===== src/rtl/boa_mem_bus_pkg.sv =====
`default_nettype none
// ============================================================================
// boa_mem_bus_pkg : shared widths, request type and grant encoding for the
//                   boa memory bus arbiters.          Rev 1.0
// ============================================================================
package boa_mem_bus_pkg;

  localparam int BOA_ADDR_W = 30;
  localparam int BOA_DATA_W = 32;
  localparam int BOA_MASK_W = BOA_DATA_W / 8;

  typedef struct packed {
    logic                  re;
    logic [BOA_MASK_W-1:0] we;
    logic [BOA_ADDR_W-1:0] addr;
    logic [BOA_DATA_W-1:0] wdata;
  } boa_req_t;

  typedef enum logic {
    GNT_M0 = 1'b0,
    GNT_M1 = 1'b1
  } boa_gnt_e;

endpackage
`default_nettype wire


===== src/rtl/boa_mem_bus_rr.sv =====
`default_nettype none
// ============================================================================
// boa_mem_bus_rr : 2-way grant with lock-until-accept; round-robin on
//                  contention when BOA_MEM_BUS_RR_EN is defined.   Rev 1.0
// ============================================================================
module boa_mem_bus_rr
  import boa_mem_bus_pkg::*;
(
  input  logic       clk,
  input  logic       rst,
  input  logic [1:0] req_i,
  input  logic       accept_i,
  output logic       gnt_o
);

  logic     lock_q, lock_d;
  boa_gnt_e owner_q, owner_d;
  boa_gnt_e gnt;
  boa_gnt_e contend_winner;

`ifdef BOA_MEM_BUS_RR_EN
  boa_gnt_e ptr_q, ptr_d;

  assign contend_winner = ptr_q;

  always_comb begin
    ptr_d = ptr_q;
    if (accept_i) ptr_d = (gnt == GNT_M0) ? GNT_M1 : GNT_M0;
  end

  always_ff @(posedge clk) begin
    if (rst) ptr_q <= GNT_M0;
    else     ptr_q <= ptr_d;
  end
`else
  assign contend_winner = GNT_M0;
`endif

  // The lock only holds while its owner is still asking, so a misbehaving
  // master that withdraws cannot starve the other one.
  always_comb begin
    gnt = GNT_M0;
    if (lock_q && req_i[owner_q]) gnt = owner_q;
    else if (req_i == 2'b10)      gnt = GNT_M1;
    else if (req_i == 2'b11)      gnt = contend_winner;
    lock_d  = req_i[gnt] && !accept_i;
    owner_d = gnt;
  end

  always_ff @(posedge clk) begin
    if (rst) begin
      lock_q  <= 1'b0;
      owner_q <= GNT_M0;
    end else begin
      lock_q  <= lock_d;
      owner_q <= owner_d;
    end
  end

  assign gnt_o = gnt;

endmodule
`default_nettype wire


===== src/rtl/boa_mem_bus_arb.sv =====
`default_nettype none
// ============================================================================
// boa_mem_bus_arb : two-master / one-slave boa memory bus arbiter with read
//                   response steering. Option: BOA_MEM_BUS_RR_EN. Rev 1.0
// ============================================================================
module boa_mem_bus_arb
  import boa_mem_bus_pkg::*;
#(
  parameter int ADDR_W = BOA_ADDR_W,
  parameter int DATA_W = BOA_DATA_W
) (
  input  logic                  clk,
  input  logic                  rst,
  input  logic                  m0_re_i,
  input  logic [DATA_W/8-1:0]   m0_we_i,
  input  logic [ADDR_W-1:0]     m0_addr_i,
  input  logic [DATA_W-1:0]     m0_wdata_i,
  output logic                  m0_ready_o,
  output logic [DATA_W-1:0]     m0_rdata_o,
  input  logic                  m1_re_i,
  input  logic [DATA_W/8-1:0]   m1_we_i,
  input  logic [ADDR_W-1:0]     m1_addr_i,
  input  logic [DATA_W-1:0]     m1_wdata_i,
  output logic                  m1_ready_o,
  output logic [DATA_W-1:0]     m1_rdata_o,
  output logic                  s_re_o,
  output logic [DATA_W/8-1:0]   s_we_o,
  output logic [ADDR_W-1:0]     s_addr_o,
  output logic [DATA_W-1:0]     s_wdata_o,
  input  logic                  s_ready_i,
  input  logic [DATA_W-1:0]     s_rdata_i
);

  logic [1:0] req;
  logic       gnt_m1;
  logic       gnt_req;
  logic       accept;
  logic       resp_vld_q, resp_vld_d;
  logic       resp_sel_q, resp_sel_d;

  assign req[0] = m0_re_i | (|m0_we_i);
  assign req[1] = m1_re_i | (|m1_we_i);

  boa_mem_bus_rr u_rr (
    .clk      (clk),
    .rst      (rst),
    .req_i    (req),
    .accept_i (accept),
    .gnt_o    (gnt_m1)
  );

  assign gnt_req = gnt_m1 ? req[1] : req[0];
  assign accept  = gnt_req && s_ready_i && !rst;

  // With no request the grant rests on master 0, whose idle re/we are zero.
  assign s_re_o    = gnt_m1 ? m1_re_i    : m0_re_i;
  assign s_we_o    = gnt_m1 ? m1_we_i    : m0_we_i;
  assign s_addr_o  = gnt_m1 ? m1_addr_i  : m0_addr_i;
  assign s_wdata_o = gnt_m1 ? m1_wdata_i : m0_wdata_i;

  assign m0_ready_o = s_ready_i && !gnt_m1 && !rst;
  assign m1_ready_o = s_ready_i &&  gnt_m1 && !rst;

  always_comb begin
    resp_vld_d = accept && s_re_o;
    resp_sel_d = resp_vld_d ? gnt_m1 : resp_sel_q;
  end

  always_ff @(posedge clk) begin
    if (rst) begin
      resp_vld_q <= 1'b0;
      resp_sel_q <= GNT_M0;
    end else begin
      resp_vld_q <= resp_vld_d;
      resp_sel_q <= resp_sel_d;
    end
  end

  assign m0_rdata_o = (resp_vld_q && !resp_sel_q && !rst) ? s_rdata_i : '0;
  assign m1_rdata_o = (resp_vld_q &&  resp_sel_q && !rst) ? s_rdata_i : '0;

endmodule
`default_nettype wire


===== config.mk =====
export PLATFORM = sky130hd
export DESIGN_NAME = boa_mem_bus_arb
export DESIGN_NICKNAME = d
export VERILOG_FILES = /design/src/rtl/boa_mem_bus_pkg.sv /design/src/rtl/boa_mem_bus_rr.sv /design/src/rtl/boa_mem_bus_arb.sv
export SDC_FILE = /design/constraint.sdc
export NUM_CORES = 1
export LEC_CHECK = 0
export ABC_CLOCK_PERIOD_IN_PS = 2900
export CAP_MARGIN = 30
export CORE_AREA = 2 2 117 119
export DETAILED_ROUTE_END_ITERATION = 8
export DIE_AREA = 0 0 119 121
export RECOVER_POWER = 100
export SETUP_SLACK_MARGIN = 0.02
export SYNTH_ARGS = -nofsm -noshare
export SYNTH_HDL_FRONTEND = slang
export SYNTH_HIERARCHICAL = 1
export SYNTH_SLANG_ARGS = --single-unit

===== constraint.sdc =====
create_clock -name clk -period 2.9 [get_ports clk]
set_input_delay 0.29 -clock clk [delete_from_list [all_inputs] [get_ports clk]]
set_output_delay 0.29 -clock clk [all_outputs]
set_load 0.005 [all_outputs]

* Word level (Yosys, flattened, before mapping)
Cells that the tools add are included.
** Storage, ports and cells
- Register bits after elaboration :: 4
- Bits in latches :: 0
- RAM bits :: 0
- ROM bits :: 0
- Input port bits :: 169
- Output and inout port bits :: 133
- Word-level logic and storage cells :: 40
- Memories :: 0
** Operators by class
- Add/sub/neg operators :: 0
- Multiply operators :: 0
- Div/mod/pow operators :: 0
- Order comparisons :: 2
- Equality and inequality tests :: 1
- Shift operators :: 0
- Muxes and demuxes :: 12
- Bitwise operators :: 2
- Reduce and logical (&&, ||, !) cells :: 19
** Operators with widths (number)
- 32-bit 2-to-1 mux :: 3
- 30-bit 2-to-1 mux :: 1
- 1-bit logical AND :: 13
- 4-bit OR reduction :: 2
- 1-bit 2-to-1 mux :: 7
- 1-bit logical NOT :: 4
- 1-bit by 2-bit less-than comparator with 1-bit output, second input constant :: 2
- 4-bit 2-to-1 mux :: 1
- 2-bit equality test, second input constant :: 1
- 1-bit bitwise OR :: 2

* Longest topological paths before layout
Gate-level depths: netlist of run 1.
- Depth after elaboration :: 11
- Depth in mapped cells :: 9
- Mapped depth without buffers :: 7

* By module
Netlist of run 1, hierarchy kept.
** Modules (own cells, without submodules)
- boa_mem_bus_arb :: instances 1, cells each 164, area an instance 1420.1 µm², sequential area each 40.0 µm²
- boa_mem_bus_rr :: instances 1, cells each 7, area an instance 86.3 µm², sequential area each 40.0 µm²

* Worst setup path after synthesis of run 1
OpenSTA, ideal clock, no wires.
- Path type :: input to output
- Start :: input port m0_we_i[2]
- End :: output port s_wdata_o[22]
- Arrival time :: 1.533 ns
- Required time :: 2.610 ns
- Path slack :: 1.077 ns
- Stages :: 8
- Buffers on the path :: 3
- Cell sequence :: nor3_1 > nand2_1 > a21boi_4 > nor2b_1 > buf_6 > buf_6 > buf_6 > mux2_4
** Between the ends
- Longest elaborated chain between the ends :: 7
- Elaborated cells on any way between the ends :: 9
- Classes of those cells :: eq/ne (1); mux (5); bitwise (1); reduce/logical (2)
** RTL lines
- start, declared :: line boa_mem_bus_arb.sv:15 : input logic [DATA_W/8-1:0] m0_we_i,
- 4-bit OR reduction (*) :: line boa_mem_bus_arb.sv:41 : assign req[0] = m0_re_i | (|m0_we_i);
- 1-bit bitwise OR (*) :: line boa_mem_bus_arb.sv:41
- named net req[0] :: line boa_mem_bus_arb.sv:34 : logic [1:0] req;
- 1-bit 2-to-1 mux (implied by the code) (2 in a row) :: line boa_mem_bus_rr.sv:43 : if (lock_q && req_i[owner_q]) gnt = owner_q;
- 1-bit logical AND :: line boa_mem_bus_rr.sv:43
- 1-bit 2-to-1 mux (*) :: line boa_mem_bus_rr.sv:43
- named net gnt_m1 :: line boa_mem_bus_arb.sv:35 : logic gnt_m1;
- 32-bit 2-to-1 mux (*) :: line boa_mem_bus_arb.sv:59 : assign s_wdata_o = gnt_m1 ? m1_wdata_i : m0_wdata_i;
- end, declared :: line boa_mem_bus_arb.sv:29 : output logic [DATA_W-1:0] s_wdata_o,
Mark *: on every way through the listed nets, which the timed path passes. The rest lies on a longest branch. The select of a mux whose other input is x is not followed.

* Worst setup path after layout of run 1
- Start :: input port m0_we_i[2]
- End :: output port s_addr_o[26]
** Between the ends
- Longest elaborated chain between the ends :: 7
- Elaborated cells on any way between the ends :: 9
- Classes of those cells :: eq/ne (1); mux (5); bitwise (1); reduce/logical (2)
** RTL lines
- 4-bit OR reduction (*) :: line boa_mem_bus_arb.sv:41
- 1-bit bitwise OR (*) :: line boa_mem_bus_arb.sv:41
- named net req[0] :: line boa_mem_bus_arb.sv:34
- 1-bit 2-to-1 mux (implied by the code) (2 in a row) :: line boa_mem_bus_rr.sv:43
- 1-bit logical AND :: line boa_mem_bus_rr.sv:43
- 1-bit 2-to-1 mux (*) :: line boa_mem_bus_rr.sv:43
- named net gnt_m1 :: line boa_mem_bus_arb.sv:35
- 30-bit 2-to-1 mux (*) :: line boa_mem_bus_arb.sv:58 : assign s_addr_o = gnt_m1 ? m1_addr_i : m0_addr_i;
- end, declared :: line boa_mem_bus_arb.sv:28 : output logic [ADDR_W-1:0] s_addr_o,
Marks and branches as above.

==> results.md, run 1 <==
* Outcome: completed
* Initial antenna violation count at 0
* Final ANT Viol Nets at 0
* Mux share of post-synthesis cell area at 0.5233
* Post-Synth XOR/XNOR Area at 0
* Top post-synthesis cells by area: mux2_2 43%, and2_1 27%, mux2_4 9.0%, dfxtp_1 5.3%, buf_6 2.2%
* Core ar. at between 0.01 and 0.015 mm^2
* Clock Skews at around 0.0035 ns
* Post-DP HPWL at 8468 um
* Number of global-route vias before repair at 2575
* Synth top area share at 0.4336
* Setup TNS at 0 ns
* Hold path cells at 2
* Max-slew headroom at 0.6560
* Drt total wl at approximately 10000 um
* TritonCTS buffer count at 3
* WS Path Type: primary input to output port
* Global placement routability congestion at 0.8569
* VDD IR max at around 0.13 mV
* Synth cell types at 17
* Worst EP arrival at about 2.5 ns
* Clk sinks at 4
* Chip height at 121 um
* Largest net degree at the start of global routing at 56
* Seq/Total Area, Yosys at 0.05316
* Flop pwr share at 0.078
* Worst EP required at approximately 2.6 ns
* Met3 wire len at approximately 1100 um
* Logic pwr share at 0.639
* Unrepaired setup endpoints after global routing: no
* Clock Power Share at 0.283
* DR WL met2 at approximately 5500 um
* CTS Root Cell: clkbuf_16
* Clk Latency, worst-skew pair at about 0.22 ns
* Vias per Instance at around 3.8
* Fmax at between 0.3 and 0.4 GHz
* Core Util, Final at 0.3677
* Synth Area in Adders at 0
* DIE WIDTH at 119 um
* Switch Pwr at about 160 uW
* Worst-case reg-to-reg path depth at 6
* Core Rows at 42
* Hold Fails Final Rpt at 0
* Worst-Margin Slew at roughly 0.52 ns
* Final Slew Violations at 0
* Place WS at 0.05943 ns
* Post-route DRC at 0
* Leakage Power at about 1.8 nW
* Compound-gate portion of the synthesized area at 0.02824
* Area of the die at approximately 0.014 mm^2
* Wl on met1 at between 3000 and 4000 um
* Avg WL per Cell at between 15 and 20 um
* Switching share of power at 0.2074
* Synth Warn # at 6
* Clock Path Buffers at 2
* Crit start category: primary input
* Yosys reg bits at 4
* Total grt overflow at 0
* Final instance area at about 0.0048 mm^2
* First-pass DRT Iterations at 4
* Simple-gate area share of the yosys netlist at 0.3364
* Via count at approximately 2500
* Minimum clock period at around 2.7 ns
* Post-route setup slack at ~0.15 ns
* Tot GR Track Use at 0.1249
* Internal power at roughly 600 uW
* Starting Density at 0.1151
* Synth Cell Area at around 0.0015 mm^2
* Placed instance area at ~0.0047 mm^2
* Initial drt markers at 22
* Worst min-delay path class: flip-flop to flip-flop
* PortBufs at around 300
* Clk slew on worst S/H paths at 0.03 ns
* Global-route wire length before repair at 13810 um
* N_diodes at 0
* Max_cap viols at 0
* Cell taking the most area after synthesis: mux2_2
* Combinational family with the most area after synthesis: multiplexers
* Uppermost routed layer: met4
* Post-Syn Instances at between 150 and 200
* Final period util at 0.9470
* Total Nets Final at between 600 and 700
* Crit end category: output port
* Worst-path maximum fanout at 14
* CTS tree: built
* Power per Cell Area at ~160 mW/mm^2
* Syn_nets at 340
* Fraction of layout cells with a size suffix above 1 at 0.1407
* Syn avg cell area at 8.810 um^2
* P&R area growth vs syn at 219.4%
* I/O pins at between 300 and 400
* Max H-tree Level at 1
* Final setup fails at 0
[registers in the layout, summed over array words and instances (netlist names)]
name          cells
resp_vld_q        1
resp_sel_q        1
u_rr/lock_q       1
u_rr/owner_q      1
[worst max-delay path: stages]
cell             delay [ns]
clkdlybuf4s50_1        0.43
nor3_1                 0.20
nand2_1                0.11
a21boi_4               0.16
nor2b_4                0.13
buf_12                 0.13
buf_6                  0.18
mux2_2                 0.36
clkdlybuf4s50_1        0.45
[worst paths after layout]
kind	from	end	slack, ns
max	m0_we_i[2]	s_addr_o[26]	0.15
min	resp_sel_q	resp_sel_q	0.55
max reg2reg	u_rr/lock_q	resp_vld_q	1.42
min reg2reg	resp_sel_q	resp_sel_q	0.55
[synthesized netlist by cell type]
cell,instances
nor2b_1,3
and2_1,66
mux2_4,9
nor2_1,4
nor3_1,3
mux2_2,58
a22o_1,1
a22oi_1,1
nor3b_2,2
buf_6,3
clkbuf_2,6
and3b_1,1
buf_2,5
nand2_1,3
dfxtp_1,4
a21boi_4,1
a21o_1,1
[cell usage in the layout (no fill, tap or decap), types with 3 or more instances in the layout]
| cell | netlist | layout |
|---|---|---|
| clkdlybuf4s50_1 | 0 | 271 |
| mux2_2 | 58 | 51 |
| and2_0 | 0 | 33 |
| and2_1 | 66 | 33 |
| dlygate4sd3_1 | 0 | 30 |
| mux2_1 | 0 | 15 |
| nor2_1 | 4 | 4 |
| clkbuf_16 | 0 | 4 |
| dfxtp_1 | 4 | 4 |
| nor3_1 | 3 | 3 |
| nand2_1 | 3 | 3 |
[final cells by class]
| cell class | count | area [um^2] |
|---|---|---|
| Multi-Input combinational cell | 153 | 1310 |
| Tap cell | 176 | 220.2 |
| Timing Repair Buffer | 309 | 3126 |
| Sequential cell | 4 | 80.08 |
| Fill cell | 1299 | 8274 |
| Clock buffer | 3 | 75.07 |
[routing by layer]
layer	GRT usage	vias up
met5	0	-
met1	0.1268	1109
met3	0.04652	2
met4	0.02902	0
li1	-	1184
met2	0.2410	177
[power by group through the flow]
stage | logic (mW) | clock network [mW] | registers, mW
2_1_floorplan | 0.102 | 0 | 0.0592
3_3_place_gp | 0.484 | 0 | 0.0593
3_5_place_dp | 0.487 | 0 | 0.0594
4_1_cts | 0.491 | 0.217 | 0.0587
5_1_grt | 0.510 | 0.222 | 0.0589
6_report | 0.479 | 0.213 | 0.0588
[repair_timing]
action,CTS,global route
buffers inserted,0,1
gates resized for setup,0,2
setup endpoints to repair,0,56
hold buffers,0,0
[kinds of logic (layout without fill, tap and decap cells)]
logic type             count (synthesis)  in the layout
AND/OR/NAND/NOR                       82             82
multiplexers                          67             67
buffers and inverters                 14            312
AO/OA/AOI/OAI                          4              4
flip-flops                             4              4
[per-stage QoR]
step	hold WS (ns)	instances	total power, mW
2_1_floorplan	0.3595	171	0.1615
3_3_place_gp	0.5556	638	0.5431
3_5_place_dp	0.5629	638	0.5461
4_1_cts	0.5704	641	0.7660
5_1_grt	0.5899	645	0.7907
6_report	0.5488	645	0.7508
No activity file was read; power rests on OpenSTA's default activity.
==> run 2, diff against run 1 <==
--- a/config.mk
+++ b/config.mk
@@ -5,11 +5,15 @@
 export SDC_FILE = /design/constraint.sdc
 export NUM_CORES = 1
 export LEC_CHECK = 0
+export ABC_AREA = 0
 export ABC_CLOCK_PERIOD_IN_PS = 2900
 export CAP_MARGIN = 30
-export CORE_AREA = 2 2 117 119
+export CELL_PAD_IN_SITES_DETAIL_PLACEMENT = 0
+export CELL_PAD_IN_SITES_GLOBAL_PLACEMENT = 1
+export CORE_MARGIN = 2
+export CORE_UTILIZATION = 12
 export DETAILED_ROUTE_END_ITERATION = 8
-export DIE_AREA = 0 0 119 121
+export PLACE_DENSITY_LB_ADDON = 0.1
 export RECOVER_POWER = 100
 export SETUP_SLACK_MARGIN = 0.02
 export SYNTH_ARGS = -nofsm -noshare
==> run 2 against run 1 <==
  * Global-route usage down 0.19 points
  * Sequential share of layout area about the same
  * Combinational power about the same
  * Sequential power about the same
==> results.md, run 2 (synthesis gave the netlist of run 1 again) <==
* Largest net degree at the start of global routing at 35 (-38%)
* Total Nets Final at 642 (+0.31%)
* Area of the die at 0.01347 mm^2 (-6.5%)
* Fmax at 0.3660 GHz (+0.51%)
* Avg WL per Cell at 14.65 um (-6.2%)
* I/O pins at 302 (unchanged)
* Cts hold-fix bufs at 0 (unchanged)
* Initial drt markers at 43 (+95%)
* RR Startpoint: u_rr/lock_q
* Final period util at 0.9422 (-0.004787)
* Hold path cells at 2 (unchanged)
* Final Slew Violations at 0 (unchanged)
* Clock Path Buffers at 2 (unchanged)
* Max H-tree Level at 1 (unchanged)
* Unrepaired setup endpoints after global routing: no
* Worst min-delay path class: flip-flop to flip-flop
* Worst EP arrival at 2.44 ns (-0.02 ns)
* Fillcell total at 1230 (-5.3%)
* Power per Cell Area at 153.8 mW/mm^2 (-1.4%)
* Vias per Instance at 3.768 (-1.7%)
* Initial antenna violation count at 0 (unchanged)
* Fraction of layout cells with a size suffix above 1 at 0.1741 (+0.03337)
* VDD IR max at 0.1368 mV (+3.5%)
* Core Rows at 40 (-4.8%)
* Chip height at 116.0 um (-4.1%)
* Crit start category: primary input
* Starting Density at 0.1244 (+0.009253)
* Post-DP HPWL at 8265 um (-2.4%)
* Outcome: completed
* Clk sinks at 4 (unchanged)
* Worst-path maximum fanout at 17 (+3)
* Clk Latency, worst-skew pair at 0.22 ns (about the same)
* Critical path origin: m0_we_i[2]
* Worst-Margin Slew at 0.5116 ns (-0.004404 ns)
* Worst-case reg-to-reg path depth at 7 (+1)
* Hold_sp: resp_sel_q
* Number of global-route vias before repair at 2439 (-5.3%)
* Max_cap viols at 0 (unchanged)
* Clock Skews at 0.0004083 ns (-0.003094 ns)
* Core ar. at 0.01211 mm^2 (-7.4%)
* Via count at 2408 (-2.6%)
* Setup TNS at 0 ns (unchanged)
* DIE WIDTH at 116.0 um (-2.5%)
* CTS Root Cell: clkbuf_16
* First-pass DRT Iterations at 4 (unchanged)
* Post-route setup slack at 0.1677 ns (+0.01388 ns)
* PortBufs at 301 (unchanged)
* P&R area growth vs syn at 223.0%
* Worst EP required at 2.61 ns (about the same)
* Leakage Power at 1.915 nW (+3.6%)
* Post-route total power at 748.5 uW (-0.32%)
* Global-route wire length before repair at 12830 um (-7.1%)
* Minimum clock period at 2.732 ns (-0.01388 ns)
* Place WS at 0.1138 ns (+0.05439 ns)
* Total grt overflow at 0 (unchanged)
* Final setup fails at 0 (unchanged)
* Max-slew headroom at 0.6589 (+0.002936)
* Placed instance area at 0.004718 mm^2 (+0.37%)
* TritonCTS buffer count at 3 (unchanged)
* WS Path Type: primary input to output port
* Clk slew on worst S/H paths at 0.03 ns (about the same)
* Final instance area at 0.004866 mm^2 (+1.1%)
* Hold Fails Final Rpt at 0 (unchanged)
* Commonest non-fill, non-tap cells in the layout: 264 x clkdlybuf4s50_1, 57 x mux2_2, 41 x and2_1, 37 x dlygate4sd3_1, 25 x and2_0
* Commonest non-fill, non-tap cell in the layout: clkdlybuf4s50_1
* Post-route DRC at 0 (unchanged)
* CTS tree: built
* Final ANT Viol Nets at 0 (unchanged)
* Tot GR Track Use at 0.1231 (-0.001855)
* R2R Setup Slk at 1.43 ns (about the same)
* N_diodes at 0 (unchanged)
* Global placement routability congestion at 0.7269 (-15%)
* Crit end category: output port
* Drt total wl at 9364 um (-7.1%)
-- run 2: cell types whose count changed in the layout (fill, tap and decap cells not counted), moves of 7 or more --
cell             delta
dlygate4sd3_1       +7
and2_1              +8
and2_0              -8
clkdlybuf4s50_1     -7
mux2_4              +8
mux2_1             -14
-- run 2: routing by layer --
metal / GRT usage / vias up / wire (um)
met4: 0.02460 / 0 / 116
met1: 0.1025 / 1060 / 2681
li1: - / 1185 / -
met5: 0 / - / 0
met3: 0.05649 / 6 / 1161
met2: 0.2596 / 157 / 5405
-- run 2: through the flow --
stage          std cells  utilization  hold slack [ns]
2_1_floorplan        171            -           0.3595
3_3_place_gp         632       0.3896           0.5511
3_5_place_dp         632       0.3896           0.5608
4_1_cts              635       0.3958           0.5677
5_1_grt              639       0.4018           0.5999
6_report             639       0.4018           0.5560
-- run 2: final timing paths --
check,endpoint
max,s_wdata_o[17]
min,resp_sel_q
max reg2reg,u_rr/lock_q
min reg2reg,resp_sel_q
-- run 2: timing repair --
item,CTS,global route
hold endpoints to repair,0,0
setup buffers,0,2
setup endpoints to repair,0,37
resized for setup,0,2
-- run 2: report_power, final --
part,internal [mW],switching [mW],total (mW)
logic,0.369,0.110,0.479
clock network,0.176,0.0349,0.211
registers,0.0574,0.00126,0.0587
total,0.602,0.146,0.748
-- run 2: cell type report --
| type | instances | area [um^2] | area share |
|---|---|---|---|
| multi-input cells | 153 | 1345 | 0.2764 |
| repair buffers | 311 | 3156 | 0.6485 |
| well taps | 168 | 210.2 | 0.04320 |
| clock buffers | 3 | 75.07 | 0.01543 |
| flip-flops and latches | 4 | 80.08 | 0.01646 |
-- run 2: worst max-delay path, cell delays in order --
cell             delay (ns)
clkdlybuf4s50_1        0.44
nor3_2                 0.17
nand2_1                0.11
a21boi_4               0.16
nor2b_4                0.14
buf_12                 0.13
buf_12                 0.15
mux2_2                 0.35
clkdlybuf4s50_1        0.49
